`src/rtl/time_entry.sv`:
```
// Keypad-side time entry for the microwave countdown chain: collects an MM:SS
// buffer, validates it on start, pulses the timer parallel load and tracks the run.
module time_entry #(
   parameter int SEC_TENS_MAX = 5,
   parameter int MAX_DIGITS   = 4
) (
   input  logic       clk,
   input  logic       clrn,
   input  logic       key_valid,
   input  logic [3:0] key_code,
   input  logic       start,
   input  logic       cancel,
   input  logic       timer_done,
   output logic [3:0] min_tens,
   output logic [3:0] min_ones,
   output logic [3:0] sec_tens,
   output logic [3:0] sec_ones,
   output logic       loadn,
   output logic       abort,
   output logic       running,
   output logic [2:0] digit_count,
   output logic       entry_err
);

   typedef enum logic [1:0] {
      IDLE  = 2'd0,
      ENTRY = 2'd1,
      LOAD  = 2'd2,
      RUN   = 2'd3
   } state_t;

   state_t     state, state_nxt;

   logic       do_shift, do_clear;
   logic [3:0] min_tens_nxt, min_ones_nxt, sec_tens_nxt, sec_ones_nxt;
   logic [2:0] count_nxt;
   logic       loadn_nxt, abort_nxt, running_nxt, err_nxt;

   logic       is_digit, buf_zero, buf_bad, buf_full;

   assign is_digit = (key_code <= 4'd9);
   assign buf_zero = ({min_tens, min_ones, sec_tens, sec_ones} == 16'd0);
   assign buf_bad  = (sec_tens > 4'(SEC_TENS_MAX));
   assign buf_full = (digit_count >= 3'(MAX_DIGITS));

   // Control decisions. Within a cycle cancel masks start, start masks a key.
   always_comb begin
      // NOTE: every signal gets a default before the case so no path leaves one unassigned (no latches).
      state_nxt = state;
      do_shift  = 1'b0;
      do_clear  = 1'b0;
      loadn_nxt = 1'b1;
      abort_nxt = 1'b0;
      err_nxt   = 1'b0;

      unique case (state)
         IDLE: begin
            if (!cancel) begin
               if (start) begin
                  err_nxt = 1'b1;
               end else if (key_valid) begin
                  if (is_digit) begin
                     do_shift  = 1'b1;
                     state_nxt = ENTRY;
                  end else begin
                     err_nxt = 1'b1;
                  end
               end
            end
         end

         ENTRY: begin
            if (cancel) begin
               do_clear  = 1'b1;
               state_nxt = IDLE;
            end else if (start) begin
               if (buf_zero || buf_bad) begin
                  err_nxt = 1'b1;
               end else begin
                  loadn_nxt = 1'b0;
                  state_nxt = LOAD;
               end
            end else if (key_valid) begin
               if (!is_digit || buf_full) err_nxt  = 1'b1;
               else                       do_shift = 1'b1;
            end
         end

         // The load pulse is already on the wire; a cancel here aborts right after it.
         LOAD: begin
            if (cancel) begin
               abort_nxt = 1'b1;
               do_clear  = 1'b1;
               state_nxt = IDLE;
            end else begin
               state_nxt = RUN;
            end
         end

         RUN: begin
            if (cancel) begin
               abort_nxt = 1'b1;
               do_clear  = 1'b1;
               state_nxt = IDLE;
            end else if (timer_done) begin
               do_clear  = 1'b1;
               state_nxt = IDLE;
            end
         end

         default: begin
            do_clear  = 1'b1;
            state_nxt = IDLE;
         end
      endcase

      running_nxt = (state_nxt == RUN);
   end

   // Buffer datapath: digits enter at the right and walk toward min_tens.
   always_comb begin
      min_tens_nxt = min_tens;
      min_ones_nxt = min_ones;
      sec_tens_nxt = sec_tens;
      sec_ones_nxt = sec_ones;
      count_nxt    = digit_count;
      if (do_clear) begin
         min_tens_nxt = 4'd0;
         min_ones_nxt = 4'd0;
         sec_tens_nxt = 4'd0;
         sec_ones_nxt = 4'd0;
         count_nxt    = 3'd0;
      end else if (do_shift) begin
         min_tens_nxt = min_ones;
         min_ones_nxt = sec_tens;
         sec_tens_nxt = sec_ones;
         sec_ones_nxt = key_code;
         count_nxt    = digit_count + 3'd1;
      end
   end

   always_ff @(posedge clk or negedge clrn) begin
      if (!clrn) begin
         state       <= IDLE;
         min_tens    <= 4'd0;
         min_ones    <= 4'd0;
         sec_tens    <= 4'd0;
         sec_ones    <= 4'd0;
         digit_count <= 3'd0;
         loadn       <= 1'b1;
         abort       <= 1'b0;
         running     <= 1'b0;
         entry_err   <= 1'b0;
      end else begin
         // NOTE: non-blocking so every register samples pre-edge values, independent of statement order.
         state       <= state_nxt;
         min_tens    <= min_tens_nxt;
         min_ones    <= min_ones_nxt;
         sec_tens    <= sec_tens_nxt;
         sec_ones    <= sec_ones_nxt;
         digit_count <= count_nxt;
         loadn       <= loadn_nxt;
         abort       <= abort_nxt;
         running     <= running_nxt;
         entry_err   <= err_nxt;
      end
   end

endmodule

```
`config.mk`:
```
export PLATFORM = sky130hd
export DESIGN_NAME = time_entry
export DESIGN_NICKNAME = d
export VERILOG_FILES = /design/src/rtl/time_entry.sv
export SDC_FILE = /design/constraint.sdc
export NUM_CORES = 1
export LEC_CHECK = 0
export ABC_CLOCK_PERIOD_IN_PS = 4440
export CORE_MARGIN = 2
export CORE_UTILIZATION = 50
export DETAILED_ROUTE_END_ITERATION = 10
export GPL_TIMING_DRIVEN = 1
export PLACE_DENSITY = 0.83
export SLEW_MARGIN = 15
export SYNTH_ARGS = -nofsm -noshare
export SYNTH_HDL_FRONTEND = slang
export SYNTH_SLANG_ARGS = --single-unit
export TNS_END_PERCENT = 1
```
`constraint.sdc`:
```
create_clock -name clk -period 4.44 [get_ports clk]
set_input_delay 0.444 -clock clk [delete_from_list [all_inputs] [get_ports clk]]
set_output_delay 0.444 -clock clk [all_outputs]
set_load 0.02 [all_outputs]
```
==> results of run 1 <==
==> kinds of logic (layout without fill, tap and decap cells) <==
logic type | Yosys count | count (layout) | share of synthesized area, %
and+or+nand+nor | 30 | 30 | 14.6
AOI/OAI and AO/OA | 28 | 28 | 21.0
DFF | 25 | 25 | 53.0
buffers and inverters | 7 | 41 | 2.96
adders and majority gates | 5 | 5 | 5.29
xor gates and xnor gates | 2 | 2 | 1.48
muxes | 2 | 2 | 1.69
==> layer usage <==
metal	GRT usage, %	vias to the layer above
met4	3.85	0
li1	-	434
met5	0	-
met3	6.00	2
met2	36.0	31
met1	27.8	427
==> cells in the final DEF, fill, tap and decap left out, types with 3 or more instances in the layout <==
cell type         n
nand2_1           4
ha_1              5
a22o_1           10
clkbuf_4          3
nor4_1            3
dfrtp_1          24
inv_1             5
nor2_1           10
clkdlybuf4s50_1  31
a21oi_1           5
a22o_2            5
==> worst max path at each step <==
stage | start | endpoint | slack, ns | cells after the start
5_1_grt | state[1] | sec_ones[1] | 2.37 | 5
3_3_place_gp | key_code[2] | sec_tens[3] | 2.45 | 5
3_5_place_dp | key_code[2] | digit_count[1] | 2.40 | 5
2_1_floorplan | state[0] | min_ones[1] | 2.76 | 6
4_1_cts | state[1] | min_tens[0] | 2.52 | 6
6_report | state[1] | min_tens[0] | 2.52 | 6
==> worst register-to-register path, stage by stage (launching register included) <==
cell and delay [ns]:
dfrtp_1 0.44, inv_1 0.10, ha_1 0.23, nor2b_4 0.15, o2111ai_4 0.31, nor2b_4 0.42
a22o_1 0.22
==> per-stage QoR <==
stage / power (mW) / area (um^2)
after detailed placement: 0.674 / 1520
after CTS: 0.776 / 1550
after global placement: 0.658 / 1520
after global routing: 0.829 / 1550
after floorplan: 0.557 / 1180
final: 0.773 / 1550
==> sequential cells by signal (all words and copies together), names as in the netlist <==
register and cells:
state 2, sec_tens 4, min_ones 4, min_tens 4, sec_ones 4, entry_err 1
digit_count 3, running 1, abort 1, loadn 1
==> power breakdown <==
group / switching, mW / total, mW / internal [mW]
combinational: 0.207 / 0.364 / 0.157
sequential: 0.0385 / 0.308 / 0.269
clock: 0.0669 / 0.101 / 0.0344
total: 0.313 / 0.773 / 0.461
==> area by class of cell <==
type | instances | area (um^2)
clock buffer | 3 | 22.5
sequential | 25 | 627
multi-input combinational | 67 | 522
tap | 28 | 35.0
fill | 182 | 686
timing repair buffer | 32 | 315
inverter | 5 | 18.8
clock inverter | 1 | 7.51
==> flow_summary.json, run 1 <==
{
  "clk_pin_slew_ns": 0.13,
  "slowest_stage": "dfrtp_1",
  "yosys_warnings": 0,
  "period_share_pct": 43.2,
  "finalSetupTns_ns": 0,
  "drt_iter0_drc": 25,
  "synthTopCellsByArea": "dfrtp_1 (51%), a22o_1 (7.4%), ha_1 (5.3%), a22o_2 (4.2%), nor2_1 (3.2%)",
  "layout_setup_ws_ns": 2.52,
  "min_period_ns": 1.92,
  "grt_pass1_wl_um": 4260,
  "pre_cts_ws_ns": 2.40,
  "synth_top_area_share_pct": 50.7,
  "firstDrtPassIters": 4,
  "yosysTopAreaCell": "dfrtp_1",
  "clk_path_buf_depth": 2,
  "grt.total_usage_pct": 21.5,
  "hold_violations": 0,
  "ctsResizeCount": 0,
  "io_buffers": 32,
  "drv_cap": 0,
  "routabilityCongestion": 0.849,
  "fmax_mhz": 521,
  "yosysSeqAreaShare_pct": 53.0,
  "path_class": "flip-flop to flip-flop",
  "num_antenna_cells": 0,
  "clock_sinks": 25,
  "async_flop_share_pct": 100,
  "dp_hpwl_um": 1880,
  "ys.flop_type": "dfrtp_1",
  "critical_path_buf_inv_count": 1,
  "crit_family": "simple AND/OR/NAND/NOR gates",
  "met2_length_um": 1260,
  "core_area_um2": 2230,
  "ios": 33,
  "cp.arrival_ns": 2.18,
  "crit_fanout": 15,
  "wl_met1_um": 1130,
  "worst_pin_slew_ns": 0.541,
  "cts_buffers": 3,
  "ys_seq_elements": 25,
  "finalNetCount": 149,
  "clockRootBuffer": "clkbuf_4",
  "cpMostUsedCell": "nor2b_4",
  "synth_edf_count": 0,
  "status": "finished clean",
  "r2r_cells": 6,
  "netlist_instances": 99,
  "dr_total_vias": 894,
  "path_cells": "inv_1 > ha_1 > nor2b_4 > o2111ai_4 > nor2b_4 > a22o_1",
  "met3_length_um": 120,
  "highest_layer": "met4",
  "ir_drop_mv": 0.353,
  "holdWs_ns": 0.0829,
  "via_per_inst": 5.55,
  "cellLeakagePower_nw": 0.709,
  "fin_cells": 161,
  "max_stage_delay_ns": 0.44,
  "yosys-top-cells-count": "dfrtp_1 (24), a22o_1 (10), nor2_1 (10)",
  "die_area_um2": 2770,
  "rsz0062_at_grt": "no",
  "overflow": 0,
  "drcViolationCount": 0,
  "postLayoutCoreUtil_pct": 69.3,
  "rows": 17,
  "syn_nets": 114,
  "crit_required_ns": 4.70,
  "postRouteAntennaNets": 0,
  "hp-class": "input port to async pin",
  "cts_setup_buffers": 0,
  "r2r-end": "min_tens[0]",
  "ctsHoldBuffers": 0,
  "place_inst": 157,
  "syn_avg_cell_area_um2": 12.0,
  "crit_path_end_kind": "flip-flop",
  "r2r_slack_ns": 2.52,
  "p_per_area_nw_per_um2": 500,
  "wl_um": 2510,
  "clock_latency_ns": 0.32,
  "synth.most_common_cell": "dfrtp_1",
  "grt_pass1_vias": 907,
  "area.growth.synth_to_final_pct": 30.8,
  "rr_startpoint": "state[1]",
  "worst_setup_path_start_kind": "flip-flop",
  "fin_skew_ns": 0.00380,
  "grt_start_max_net_pins": 26,
  "ys_types": 32,
  "htree_levels": 1,
  "setup_viol": 0,
  "cts_tree": "built",
  "drive_gt1_share_pct": 13.5,
  "relSlewSlack_pct": 64.0,
  "dieHeight_um": 52.7,
  "die_w_um": 52.7,
  "initial_utilization_pct": 53.0,
  "maxSlewViolCount": 0,
  "drt-wirelength-per-cell_um": 15.6,
  "antenna_found_initial": 0,
  "syn-cell-area_um2": 1180
}
Power figures use the tool's default switching activity.
==> run 2: changes to the inputs <==
--- a/config.mk
+++ b/config.mk
@@ -5,12 +5,12 @@
 export SDC_FILE = /design/constraint.sdc
 export NUM_CORES = 1
 export LEC_CHECK = 0
-export ABC_CLOCK_PERIOD_IN_PS = 4440
+export ABC_CLOCK_PERIOD_IN_PS = 1800
 export CORE_MARGIN = 2
-export CORE_UTILIZATION = 50
+export CORE_UTILIZATION = 46
 export DETAILED_ROUTE_END_ITERATION = 10
 export GPL_TIMING_DRIVEN = 1
-export PLACE_DENSITY = 0.83
+export PLACE_DENSITY = 0.77
 export SLEW_MARGIN = 15
 export SYNTH_ARGS = -nofsm -noshare
 export SYNTH_HDL_FRONTEND = slang
==> constraint.sdc (replaced) <==
create_clock -name clk -period 1.8 [get_ports clk]
set_input_delay 0.18 -clock clk [delete_from_list [all_inputs] [get_ports clk]]
set_output_delay 0.18 -clock clk [all_outputs]
set_load 0.02 [all_outputs]
==> flow_summary.json, run 2 (synthesis gave the netlist of run 1 again) <==
{
  "io_buffers": 32,
  "finalSetupTns_ns": 0,
  "antenna_found_initial": 0,
  "wl_um": 2750,
  "period_share_pct": 97.1,
  "maxSlewViolCount": 0,
  "fin_skew_ns": 0.00647,
  "worst_pin_slew_ns": 0.312,
  "multi_input_area_um2": 541,
  "drive_gt1_share_pct": 22.2,
  "drcViolationCount": 0,
  "pre_cts_ws_ns": -0.0379,
  "path_class": "flip-flop to flip-flop",
  "core_area_um2": 2450,
  "cts_buffers": 3,
  "hold_violations": 0,
  "final_cell_mix": "clkdlybuf4s50_1 (32), dfrtp_1 (24), nor2_1 (10), a22o_1 (10), buf_4 (10)",
  "grt.total_usage_pct": 21.9,
  "grt_start_max_net_pins": 26,
  "firstDrtPassIters": 4,
  "initial_utilization_pct": 48.2,
  "ios": 33,
  "clk_path_buf_depth": 2,
  "routabilityCongestion": 0.756,
  "crit_fanout": 4,
  "clock_sinks": 25,
  "overflow": 0,
  "fmax_mhz": 572,
  "hp-class": "input port to async pin",
  "mostFrequentLayoutCell": "clkdlybuf4s50_1",
  "num_antenna_cells": 0,
  "setup_viol": 0,
  "relSlewSlack_pct": 79.2,
  "drt_iter0_drc": 24,
  "drt-wirelength-per-cell_um": 15.8,
  "cellLeakagePower_nw": 0.769,
  "layout_setup_ws_ns": 0.0529,
  "rows": 18,
  "clock_latency_ns": 0.31,
  "dieHeight_um": 54.7,
  "die_area_um2": 2990,
  "htree_levels": 1,
  "clockRootBuffer": "clkbuf_4",
  "area.growth.synth_to_final_pct": 40.8,
  "dr_total_vias": 945,
  "ir_drop_mv": 1.23,
  "fillerInstances": 176,
  "cp.arrival_ns": 2.01,
  "min_period_ns": 1.75,
  "crit_required_ns": 2.07,
  "crit_path_end_kind": "flip-flop",
  "status": "finished clean",
  "cts_tree": "built",
  "ctsHoldBuffers": 0,
  "grt_pass1_vias": 923,
  "drv_cap": 0,
  "rsz0062_at_grt": "no",
  "clk_pin_slew_ns": 0.14,
  "seqCellArea_um2": 627,
  "via_per_inst": 5.43,
  "p_per_area_nw_per_um2": 1270,
  "worst_setup_path_start_kind": "flip-flop",
  "die_w_um": 54.7,
  "finalNetCount": 160,
  "postRouteAntennaNets": 0,
  "grt_pass1_wl_um": 4570,
  "dp_hpwl_um": 1990
}
-- run 2: cell types whose count changed in the layout (fill, tap and decap cells not counted), sizes merged --
cell,previous run,this run
clkinv,0,1
clkinvlp,1,0
clkdlybuf4s50,31,32
buf,1,11
-- run 2: cell type report --
class                           count  area share, %
Inverter                            5           1.13
Sequential cell                    25           37.6
Tap cell                           30           2.25
Clock inverter                      1          0.300
Clock buffer                        3           1.35
Timing Repair Buffer               43           24.9
Multi-Input combinational cell     67           32.4
-- run 2: what timing repair did --
action,in CTS,in global routing
resized for setup,1,5
setup endpoints to repair,15,16
buffers inserted,6,1
pin swaps,2,1
-- run 2: path summary, 6_finish.rpt --
kind	from	to	slack, ns	cells past startpoint
worst max register to register	state[1]	running	0.05	6
max in group asynchronous	clrn	loadn	1.29	2
worst min register to register	min_tens[0]	min_tens[0]	0.56	1
min in group clk	key_code[0]	sec_ones[0]	0.46	2
worst min-delay path	clrn	digit_count[0]	0.22	2
worst max-delay path	state[1]	running	0.05	6
-- run 2: per-stage QoR --
step / cells / instance area, um^2 / total power, mW / hold slack (ns) / utilization (%)
after floorplan: 99 / 1180 / 1.37 / -0.116 / -
after global placement: 163 / 1560 / 1.65 / 0.527 / 63.4
after detailed placement: 163 / 1560 / 1.69 / 0.519 / 63.4
after CTS: 173 / 1640 / 2.06 / 0.218 / 66.9
after global routing: 174 / 1670 / 2.24 / 0.249 / 67.9
final: 174 / 1670 / 2.11 / 0.216 / 67.9
-- run 2: report_power, final --
part / total (mW) / switching [mW] / internal, mW
sequential: 0.760 / 0.0962 / 0.664
combinational: 1.11 / 0.574 / 0.533
clock: 0.247 / 0.164 / 0.0830
-- run 2: per-layer routing --
metal	global-route usage [%]	vias up	part of all wire, %
li1	-	455	-
met1	30.7	462	45
met2	34.5	26	51
met3	3.28	2	3.8
met4	7.50	0	1.1
met5	0	-	0
-- run 2: critical path: stages (launching register included) --
cell and delay [ns]:
dfrtp_1 0.44, ha_2 0.24, and2b_1 0.15, o21ai_0 0.10, or2_2 0.29, a32oi_1 0.30, and2_1 0.17
==> run 3: changes to the inputs <==
--- a/config.mk
+++ b/config.mk
@@ -6,6 +6,7 @@
 export NUM_CORES = 1
 export LEC_CHECK = 0
 export ABC_CLOCK_PERIOD_IN_PS = 1800
+export CORE_ASPECT_RATIO = 1.4
 export CORE_MARGIN = 2
 export CORE_UTILIZATION = 46
 export DETAILED_ROUTE_END_ITERATION = 10
==> flow_summary.json, run 3 (synthesis gave the netlist of run 1 again) <==
{
  "grt_start_max_net_pins": 26,
  "seqCellArea_um2": 628,
  "path_cells": "inv_2 > ha_4 > nor2b_4 > o2111ai_4 > nor2b_4 > buf_12 > a22o_2",
  "min_period_ns": 1.73,
  "worst_setup_path_start_kind": "flip-flop",
  "drcViolationCount": 0,
  "clock_latency_ns": 0.31,
  "cts_buffers": 3,
  "drv_cap": 0,
  "crit_family": "flip-flops",
  "crit_path_end_kind": "flip-flop",
  "mostFrequentLayoutCell": "clkdlybuf4s50_1",
  "rows": 21,
  "grt_pass1_vias": 913,
  "crit_required_ns": 2.02,
  "area.growth.synth_to_final_pct": 41.0,
  "placedInstanceArea_um2": 1570,
  "pre_cts_ws_ns": -0.0345,
  "setup_viol": 0,
  "relSlewSlack_pct": 79.8,
  "layout_setup_ws_ns": 0.0713,
  "postLayoutCoreUtil_pct": 69.0,
  "die_w_um": 46.9,
  "drt_iter0_drc": 13,
  "die_area_um2": 3000,
  "drive_gt1_share_pct": 21.8,
  "initial_utilization_pct": 49.0,
  "wl_met1_um": 1110,
  "firstDrtPassIters": 4,
  "met3_length_um": 77,
  "fin_skew_ns": 0.00504,
  "path_class": "flip-flop to flip-flop",
  "io_buffers": 32,
  "highest_layer": "met3",
  "ir_drop_mv": 0.889,
  "max_stage_delay_ns": 0.46,
  "grt.total_usage_pct": 19.2,
  "wl_um": 2540,
  "crit_fanout": 15,
  "dr_total_vias": 934,
  "clk_path_buf_depth": 2,
  "dp_hpwl_um": 1900,
  "via_per_inst": 5.31,
  "htree_levels": 1,
  "ios": 33,
  "maxSlewViolCount": 0,
  "drt-wirelength-per-cell_um": 14.4,
  "status": "finished clean",
  "final_cell_area_um2": 1670,
  "power_mw": 2.08,
  "overflow": 0,
  "antenna_found_initial": 0,
  "core_area_um2": 2420,
  "met2_length_um": 1350,
  "grt_pass1_wl_um": 4310,
  "multi_input_area_um2": 537,
  "place_inst": 168,
  "finalNetCount": 158,
  "finalSetupTns_ns": 0,
  "cellLeakagePower_nw": 0.756,
  "routabilityCongestion": 0.775,
  "fmax_mhz": 578,
  "final_cell_mix": "clkdlybuf4s50_1 (32), dfrtp_1 (23), nor2_1 (10), a22o_1 (10), buf_4 (7)",
  "hp-class": "input port to async pin",
  "p_per_area_nw_per_um2": 1250,
  "fin_cells": 176,
  "cts_tree": "built",
  "fillerInstances": 202,
  "slowest_stage": "dfrtp_1",
  "worst_pin_slew_ns": 0.303,
  "period_share_pct": 96.0,
  "clockRootBuffer": "clkbuf_4",
  "ctsHoldBuffers": 0,
  "clock_sinks": 25,
  "cpMostUsedCell": "nor2b_4",
  "critical_path_buf_inv_count": 2,
  "hold_violations": 0,
  "num_antenna_cells": 0,
  "holdWs_ns": 0.211,
  "dieHeight_um": 64.0,
  "clk_pin_slew_ns": 0.14,
  "cp.arrival_ns": 1.95,
  "postRouteAntennaNets": 0
}
run 3: cell type report:
class / count / share of cell area (%)
clock inverters: 1 / 0.450
multi-input cells: 67 / 32.2
inverters: 5 / 1.12
flip-flops and latches: 25 / 37.6
clock buffers: 3 / 1.35
well taps: 34 / 2.55
repair buffers: 41 / 24.7
run 3: worst paths after layout:
kind | start | to | slack, ns | cells past startpoint
max in group asynchronous | clrn | loadn | 1.30 | 2
setup / recovery | state[1] | sec_ones[3] | 0.07 | 7
setup reg to reg | state[1] | sec_ones[3] | 0.07 | 7
hold reg to reg | min_tens[0] | min_tens[0] | 0.55 | 1
hold / removal | clrn | min_ones[0] | 0.21 | 2
min in group clk | key_code[0] | sec_ones[0] | 0.47 | 2
run 3: worst register-to-register path, cell delays in order (launching register included):
cell	delay [ns]
dfrtp_1	0.46
inv_2	0.11
ha_4	0.15
nor2b_4	0.16
o2111ai_4	0.18
nor2b_4	0.18
buf_12	0.15
a22o_2	0.25
run 3: routing by layer:
metal	vias up	GRT usage (%)
li1	448	-
met1	463	27.6
met2	23	30.7
met3	0	3.11
met4	0	3.13
met5	-	0
run 3: power by group:
| part | switching [mW] | internal [mW] |
|---|---|---|
| sequential | 0.103 | 0.666 |
| clock | 0.165 | 0.0846 |
| combinational | 0.544 | 0.520 |
| total | 0.811 | 1.27 |
run 3: timing repair:
action / 4_1_cts / 5_1_grt
resized for setup: 1 / 6
setup buffers: 1 / 3
endpoints found under the setup margin: 15 / 15
pin swaps: 1 / 3
